[config.mk]
export PLATFORM = sky130hd
export DESIGN_NAME = fp_fcl_seq
export DESIGN_NICKNAME = d
export VERILOG_FILES = /design/src/rtl/fp_fcl_seq.sv
export SDC_FILE = /design/constraint.sdc
export NUM_CORES = 1
export LEC_CHECK = 0
export CAP_MARGIN = 20
export CORE_MARGIN = 3
export CORE_UTILIZATION = 45
export CTS_BUF_LIST = sky130_fd_sc_hd__clkbuf_16
export DETAILED_ROUTE_END_ITERATION = 7
export DONT_BUFFER_PORTS = 1
export SLEW_MARGIN = 20
export SYNTH_ARGS = -nofsm -noshare
export SYNTH_HDL_FRONTEND = slang
export SYNTH_SLANG_ARGS = --single-unit
[constraint.sdc]
create_clock -name clk -period 6 [get_ports clk]
set_input_delay 0.9 -clock clk [delete_from_list [all_inputs] [get_ports clk]]
set_output_delay 0.9 -clock clk [all_outputs]
set_load 0.05 [all_outputs]
[src/rtl/fp_fcl_seq.sv]
// rtl/fp_fcl_seq.sv - input/weight read sequencer and output capture for fp_fcl (optional FCL_RELU_EN)
module fp_fcl_seq #(
  parameter int FP_WIDTH    = 16,
  parameter int FP_PARALLEL = 8,
  parameter int LEN_W       = 10,
  parameter int TILE_W      = 8,
  parameter int WADDR_W     = 18,
  parameter int SHIFT_W     = 6
) (
  input  logic                            clk,
  input  logic                            rst,
  input  logic                            start,
  input  logic [LEN_W-1:0]                in_len,
  input  logic [TILE_W-1:0]               num_tiles,
  input  logic [SHIFT_W-1:0]              shift_cfg,
  output logic                            busy,
  output logic                            done,
  output logic                            in_rd,
  output logic [LEN_W-1:0]                in_addr,
  output logic                            w_rd,
  output logic [WADDR_W-1:0]              w_addr,
  output logic                            pe_rst_n,
  output logic [SHIFT_W-1:0]              pe_shift,
  input  logic [FP_PARALLEL*FP_WIDTH-1:0] pe_out,
  output logic                            out_valid,
  input  logic                            out_ready,
  output logic [FP_PARALLEL*FP_WIDTH-1:0] out_data,
  output logic [TILE_W-1:0]               out_tile
);

  localparam int OUT_W = FP_PARALLEL * FP_WIDTH;

  localparam logic [2:0] S_IDLE = 3'd0;
  localparam logic [2:0] S_RUN  = 3'd1;
  localparam logic [2:0] S_WAIT = 3'd2;
  localparam logic [2:0] S_CAPT = 3'd3;
  localparam logic [2:0] S_NEXT = 3'd4;

  localparam logic [LEN_W-1:0]  LEN_ONE  = 1;
  localparam logic [TILE_W-1:0] TILE_ONE = 1;

  logic [2:0]         state_q, state_d;
  logic [LEN_W-1:0]   len_q, len_d;
  logic [TILE_W-1:0]  tiles_q, tiles_d;
  logic [SHIFT_W-1:0] shift_q, shift_d;
  logic [TILE_W-1:0]  tile_q, tile_d;
  logic [LEN_W-1:0]   j_q, j_d;
  logic [WADDR_W-1:0] base_q, base_d;
  logic               busy_q, busy_d;
  logic               done_q, done_d;
  logic               load_q, load_d;
  logic               out_valid_q, out_valid_d;
  logic [OUT_W-1:0]   out_data_q, out_data_d;
  logic [TILE_W-1:0]  out_tile_q, out_tile_d;
  logic [OUT_W-1:0]   capt_data;

  always_comb begin
    capt_data = pe_out;
`ifdef FCL_RELU_EN
    for (int i = 0; i < FP_PARALLEL; i++) begin
      if (pe_out[i*FP_WIDTH + FP_WIDTH - 1]) begin
        capt_data[i*FP_WIDTH +: FP_WIDTH] = '0;
      end
    end
`endif
  end

  always_comb begin
    state_d     = state_q;
    len_d       = len_q;
    tiles_d     = tiles_q;
    shift_d     = shift_q;
    tile_d      = tile_q;
    j_d         = j_q;
    base_d      = base_q;
    busy_d      = busy_q;
    done_d      = 1'b0;
    // Element 0 is presented to the array the cycle after its read is issued.
    load_d      = (state_q == S_RUN) && (j_q == '0);
    out_valid_d = out_valid_q && !out_ready;
    out_data_d  = out_data_q;
    out_tile_d  = out_tile_q;
    case (state_q)
      S_IDLE: begin
        if (start) begin
          if ((in_len != '0) && (num_tiles != '0)) begin
            len_d   = in_len;
            tiles_d = num_tiles;
            shift_d = shift_cfg;
            tile_d  = '0;
            j_d     = '0;
            base_d  = '0;
            busy_d  = 1'b1;
            state_d = S_RUN;
          end else begin
            done_d = 1'b1;
          end
        end
      end
      S_RUN: begin
        if (j_q == len_q - LEN_ONE) begin
          j_d     = '0;
          state_d = S_WAIT;
        end else begin
          j_d = j_q + LEN_ONE;
        end
      end
      S_WAIT: begin
        state_d = S_CAPT;
      end
      S_CAPT: begin
        out_valid_d = 1'b1;
        out_data_d  = capt_data;
        out_tile_d  = tile_q;
        if (tile_q == tiles_q - TILE_ONE) begin
          busy_d  = 1'b0;
          done_d  = 1'b1;
          state_d = S_IDLE;
        end else begin
          tile_d  = tile_q + TILE_ONE;
          base_d  = base_q + WADDR_W'(len_q);
          state_d = S_NEXT;
        end
      end
      S_NEXT: begin
        // Only restart once the output register will be free by the next capture.
        if (!out_valid_q || out_ready) begin
          state_d = S_RUN;
        end
      end
      default: begin
        state_d = S_IDLE;
      end
    endcase
  end

  always_ff @(posedge clk) begin
    if (!rst) begin
      state_q     <= S_IDLE;
      len_q       <= '0;
      tiles_q     <= '0;
      shift_q     <= '0;
      tile_q      <= '0;
      j_q         <= '0;
      base_q      <= '0;
      busy_q      <= 1'b0;
      done_q      <= 1'b0;
      load_q      <= 1'b0;
      out_valid_q <= 1'b0;
      out_data_q  <= '0;
      out_tile_q  <= '0;
    end else begin
      state_q     <= state_d;
      len_q       <= len_d;
      tiles_q     <= tiles_d;
      shift_q     <= shift_d;
      tile_q      <= tile_d;
      j_q         <= j_d;
      base_q      <= base_d;
      busy_q      <= busy_d;
      done_q      <= done_d;
      load_q      <= load_d;
      out_valid_q <= out_valid_d;
      out_data_q  <= out_data_d;
      out_tile_q  <= out_tile_d;
    end
  end

  assign busy      = busy_q;
  assign done      = done_q;
  assign in_rd     = (state_q == S_RUN);
  assign w_rd      = (state_q == S_RUN);
  assign in_addr   = in_rd ? j_q : '0;
  assign w_addr    = in_rd ? (base_q + WADDR_W'(j_q)) : '0;
  assign pe_rst_n  = busy_q && !load_q;
  assign pe_shift  = busy_q ? shift_q : '0;
  assign out_valid = out_valid_q;
  assign out_data  = out_data_q;
  assign out_tile  = out_tile_q;

endmodule

==> results of run 1 <==
-- critical path, cell delays in order (launching register included) --
cell       delay (ns)
dfxtp_1          0.47
ha_1             0.23
inv_1            0.06
fa_1             0.39
nor2b_1          0.19
o21ai_0          0.14
a21boi_0         0.37
o21a_1           0.27
o2111ai_1        0.16
xor2_1           0.16
nor2_1           0.68
-- through the flow --
stage	area (um2)	hold WS, ns	utilization (%)	power [W]
final	10400	0.488	50.5	0.00283
after global routing	10400	0.517	50.5	0.00294
after CTS	10400	0.492	50.5	0.00287
after detailed placement	9660	0.485	47.0	0.00155
after global placement	9660	0.481	47.0	0.00155
after floorplan	9550	0.451	-	0.00154
-- final cells by class --
class / count / share of cell area, %
Tap cell: 270 / 3.26
Clock buffer: 25 / 6.03
Inverter: 18 / 0.651
Multi-Input combinational cell: 854 / 49.6
Clock inverter: 17 / 0.808
Sequential cell: 203 / 39.2
Timing Repair Buffer: 6 / 0.434
-- per-layer routing --
| metal | GRT usage (%) | share of wire [%] |
|---|---|---|
| met5 | 0 | 0 |
| met4 | 4.45 | 1.4 |
| met3 | 6.93 | 9.5 |
| met2 | 33.0 | 48 |
| met1 | 25.4 | 41 |
-- final timing paths --
| kind | start | slack [ns] | cells after the start | to |
|---|---|---|---|---|
| worst min-delay path | base_q[9] | 0.49 | 2 | base_q[9] |
| worst max register to register | len_q[1] | 2.86 | 10 | state_q[1] |
| worst min register to register | base_q[9] | 0.49 | 2 | base_q[9] |
| worst max-delay path | j_q[0] | 1.47 | 10 | w_addr[14] |
-- report_power, final --
group,switching (W),internal [W]
sequential,0.0000195,0.00136
clock,0.000554,0.000751
combinational,0.0000771,0.0000657
total,0.000651,0.00218
-- registers in the layout, summed over array words and instances, names as in the netlist, 3 cells and up --
| name | count |
|---|---|
| tiles_q | 8 |
| out_data | 128 |
| out_tile | 8 |
| len_q | 10 |
| shift_q | 6 |
| state_q | 3 |
| base_q | 18 |
| j_q | 10 |
| tile_q | 8 |
-- kinds of logic (layout without fill, tap and decap cells) --
group | Yosys count | in the layout | share of synthesized area (%)
flip-flops | 203 | 203 | 42.6
XOR/XNOR | 42 | 42 | 3.85
AO/OA/AOI/OAI | 248 | 248 | 18.9
buffers and inverters | 90 | 66 | 3.79
adder cells (fa/ha/maj) | 27 | 27 | 3.69
AND/OR/NAND/NOR | 507 | 507 | 24.0
multiplexers | 30 | 30 | 3.14
-- placed cells by master (no fill, tap or decap), types with 3 or more instances in the layout --
cell type,Yosys,layout
o311ai_0,4,4
buf_4,1,6
ha_1,25,25
clkinv_2,0,4
and2_1,21,21
xor2_1,20,20
or2_2,4,3
dfxtp_1,203,203
xnor2_1,22,22
nand3_1,15,15
o21ai_0,19,19
nand2b_1,9,9
nor4_1,9,9
o211ai_1,12,12
and3_1,6,6
nor2b_1,43,43
o31ai_1,6,5
nor3_1,14,12
or3_1,13,13
nand2_1,314,314
a21boi_0,143,143
inv_1,18,21
o21a_1,8,8
clkinv_1,0,7
a21o_1,5,5
a31oi_1,4,4
a211oi_1,4,4
nand4_1,8,8
a21oi_1,18,18
clkbuf_16,0,25
or4_1,8,8
nor2_1,34,33
mux2i_1,30,30
a22oi_1,3,3
==> metrics, run 1 <==
status finished, final reports clean; critical path class reg2out; FMAX 0.221 GHz; drt first pass iters 4; required time of the critical path 5.10 ns; I/O pins 332; max-slew violations 0; vias in the first global route 6,868; die area 23,000 um2; Avg WL per Cell about 18 um; Avg Synthesized Cell Area approximately 8.3 um2; initial core utilization 46.5%; Clock Latency Late Sink 0.50 ns; CTS Buffer Depth 3; worst-margin pin slew between 1 and 1.5 ns; max_slew headroom 31.5%; Place WS 2.02 ns; sequential-to-total area share from yosys stat 42.6%; FF+latch count, synth 203; hold-fix buffer count after cts 0; Antenna Nets Post-Route 0; Final Critical Period 4.53 ns; share of cells above drive strength 1 around 4.7%; share of the synthesized area in the top cell type 42.6%; Reg area roughly 4000 um2; HP Class reg2reg; post-CTS sizing 0; RSZ-0062 raised after global routing false; VDD IR max 180 uV; fin nets between 1,000 and 1,500; Setup Skew roughly 0.012 ns; GRT Total Usage 20.0%; worst-path fanout max 9; CTS tree yes; Yosys top cell by area dfxtp_1; synthesized area 9550 um2; Synth area leaders dfxtp_1 (43%), nand2_1 (12%), a21boi_0 (11%); final hold violation count 0; DR iter-0 viols 310; Rows 52; Post-synth ARST share 0%; post-synth cell types 61; DRC viols 0; Final setup viols 0; Pwr per Cell Area ~270 nW/um2; Antenna Cells 0; count leader, synth nand2_1; gate count after technology mapping 1,147; crit start category flip-flop; ys flop type dfxtp_1; area of the multi-input gates a little over 5000 um2; max cap viols 0; clock slew at reported path FFs 0.06 ns; YS warnings 0; CTS Buf Count 24; core area 20,600 um2; total congestion overflow 0; H-tree depth 1; gp weighted congestion 0.808; first-pass GRT wire length 37.5 mm; final std cells w/o fill around 1,400; Via density 5.38; EDFF count, synth 0; setup_tns 0 ns; largest net degree at the start of global routing 184; number of fill cells about 2,000; critical path data arrival time approximately 3.6 ns; clk sinks between 200 and 250; via count between 7,000 and 8,000; syn nets around 1,300; final wirelength 24.9 mm; Post-Place Cells 1,351; initial antenna violation count 0; Die X-Extent between 150 and 200 um; commonest cells in the netlist nand2_1 (314), dfxtp_1 (203), a21boi_0 (143), clkbuf_1 (59), nor2b_1 (43); Detail Placement HPWL approximately 17 mm; nature of the critical path endpoint primary output; post-route clock period utilization 75.4%; Die H 152 um; PnR worst setup slack 1.47 ns; Root Driver clkbuf_16; Area Growth Syn to Fin 8.62%; P_leak 3.67 nW; Post-CTS Setup Bufs 0; PortBufs 0
(Power assumes the default switching activity.)
==> inputs of run 2 (changes only) <==
Clock period 6 ns to 3.8 ns, I/O delays scaled along.
==> run 2 against run 1 <==
  * Total power grew 63%
  * Cell count up 1.1%
  * Cell area up 1.6%
  * Combinational power rose by 61%
  * Clock skew down 0.0020 ns
  * Clock power increased by 69%
  * Via count increased by 1.5%
  * Global-route usage rose by 0.28 points
  * Wire length rose by 0.53%
  * Sequential share of layout area is 0.62 points lower
  * Register-to-register slack got worse by 2.1 ns
  * Flip-flop and latch count did not move
  * Largest cell class unchanged
==> metrics, run 2 (same netlist as run 1, synthesis figures left out) <==
post-route clock period utilization ~93%; CTS tree yes; worst hold slack 0.195 ns; RR Endpoint j_q[3]; Antenna Cells 0; DRC viols 0; overall power 0.00461 W; flop-to-flop setup slack 0.77 ns; hold-fix buffer count after cts 0; Final setup viols 0; final hold violation count 0; reg-to-reg critical path startpoint len_q[1]; drt first pass iters 5; I/O pins 332; P_leak 3.78 nW; VDD IR max around 370 uV; Rows 52; H-tree depth 1; core area 20,600 um2; max-slew violations 0; setup_tns 0 ns; CTS Buf Count 24; fin nets roughly 1,300; Post-CTS Setup Bufs 0; FMAX 0.282 GHz; initial antenna violation count 0; RSZ-0062 raised after global routing false; clock slew at reported path FFs 0.06 ns; Reg area 4070 um2; clk sinks ~200; Clock Latency Late Sink approximately 0.5 ns; Setup Skew between 0.01 and 0.015 ns; required time of the critical path ~3.2 ns; GRT Total Usage between 20% and 30%; largest net degree at the start of global routing 184; status finished, final reports clean; Root Driver clkbuf_16; gp weighted congestion 0.818; Antenna Nets Post-Route 0; crit start category flip-flop; nature of the critical path endpoint primary output; max_slew headroom 31.6%; PortBufs 0; first-pass GRT wire length 37.8 mm; Via density roughly 5.4; die area 23,000 um2; max cap viols 0; Reg2Reg Depth 9; max FFs per register approximately 130; Final Critical Period roughly 3.6 ns; vias in the first global route 6,976; critical path class reg2out; number of fill cells approximately 2,000; finished layout cell area 10,500 um2; Pwr per Cell Area 438 nW/um2; Area Growth Syn to Fin 10.4%; Die H 152 um; via count 7,609; Die X-Extent 152 um; HP Class in2reg; end of the critical path w_addr[14]; Detail Placement HPWL between 15 and 20 mm; total congestion overflow 0; Avg WL per Cell 17.8 um; DR iter-0 viols 430; Final Core Density about 51%; commonest non-fill, non-tap cell in the layout nand2_1; Critical Path Source j_q[0]; critical path data arrival time 2.98 ns; most frequent cells in the layout nand2_1 (314), dfxtp_1 (202), a21boi_0 (142), nor2b_1 (43), nor2_1 (33); Post-DP Area 9780 um2; final wirelength 25.0 mm; CTS Buffer Depth 3; worst-margin pin slew 1.02 ns; worst-path fanout max 9; area of the multi-input gates just over 5000 um2; initial core utilization 46.5%; share of cells above drive strength 1 6.59%
## run 2: area by class of cell
type / instances / share of cell area (%)
Inverter: 18 / 0.641
Multi-Input combinational cell: 854 / 48.9
Tap cell: 270 / 3.20
Clock inverter: 18 / 1.47
Sequential cell: 203 / 38.6
Timing Repair Buffer: 21 / 1.50
Clock buffer: 24 / 5.70
## run 2: through the flow
| step | setup slack [ns] | instances |
|---|---|---|
| 2_1_floorplan | 0.546 | 1147 |
| 3_5_place_dp | 0.534 | 1366 |
| 5_1_grt | 0.0209 | 1408 |
| 4_1_cts | 0.0645 | 1408 |
| 6_report | 0.249 | 1408 |
| 3_3_place_gp | 0.597 | 1366 |
## run 2: critical path, cell delays in order (launching register included)
cell,delay [ns]
dfxtp_2,0.42
ha_1,0.19
inv_1,0.05
fa_1,0.39
nor2b_1,0.19
o21ai_0,0.15
a21boi_2,0.22
o21a_1,0.22
o2111ai_1,0.16
xor2_1,0.17
nor2_1,0.10
buf_4,0.21
## run 2: how the worst min path moves through the flow
| stage | start | end | slack, ns | cells after the start |
|---|---|---|---|---|
| after floorplan | base_q[9] | base_q[9] | 0.45 | 2 |
| after global placement | shift_q[4] | shift_q[4] | 0.49 | 2 |
| after detailed placement | base_q[14] | base_q[14] | 0.49 | 2 |
| after CTS | pe_out[52] | out_data[52] | 0.17 | 2 |
| after global routing | pe_out[70] | out_data[70] | 0.17 | 2 |
| final | pe_out[52] | out_data[52] | 0.19 | 2 |
## run 2: what timing repair did
| item | 4_1_cts | 5_1_grt |
|---|---|---|
| pin swaps | 0 | 1 |
| setup endpoints to repair | 2 | 9 |
| gates resized for setup | 1 | 3 |
## run 2: layer usage
metal	up-vias	part of all wire, %	GRT usage (%)
met1	3484	41	25.5
met3	35	9.3	7.32
li1	3834	-	-
met5	-	0	0
met2	256	48	33.3
met4	0	2.1	4.94
## run 2: report_power, final
part           internal, W  leakage (nW)  switching [W]
registers          0.00215          1.64      0.0000280
logic             0.000105          1.76       0.000125
clock network      0.00129         0.389       0.000918
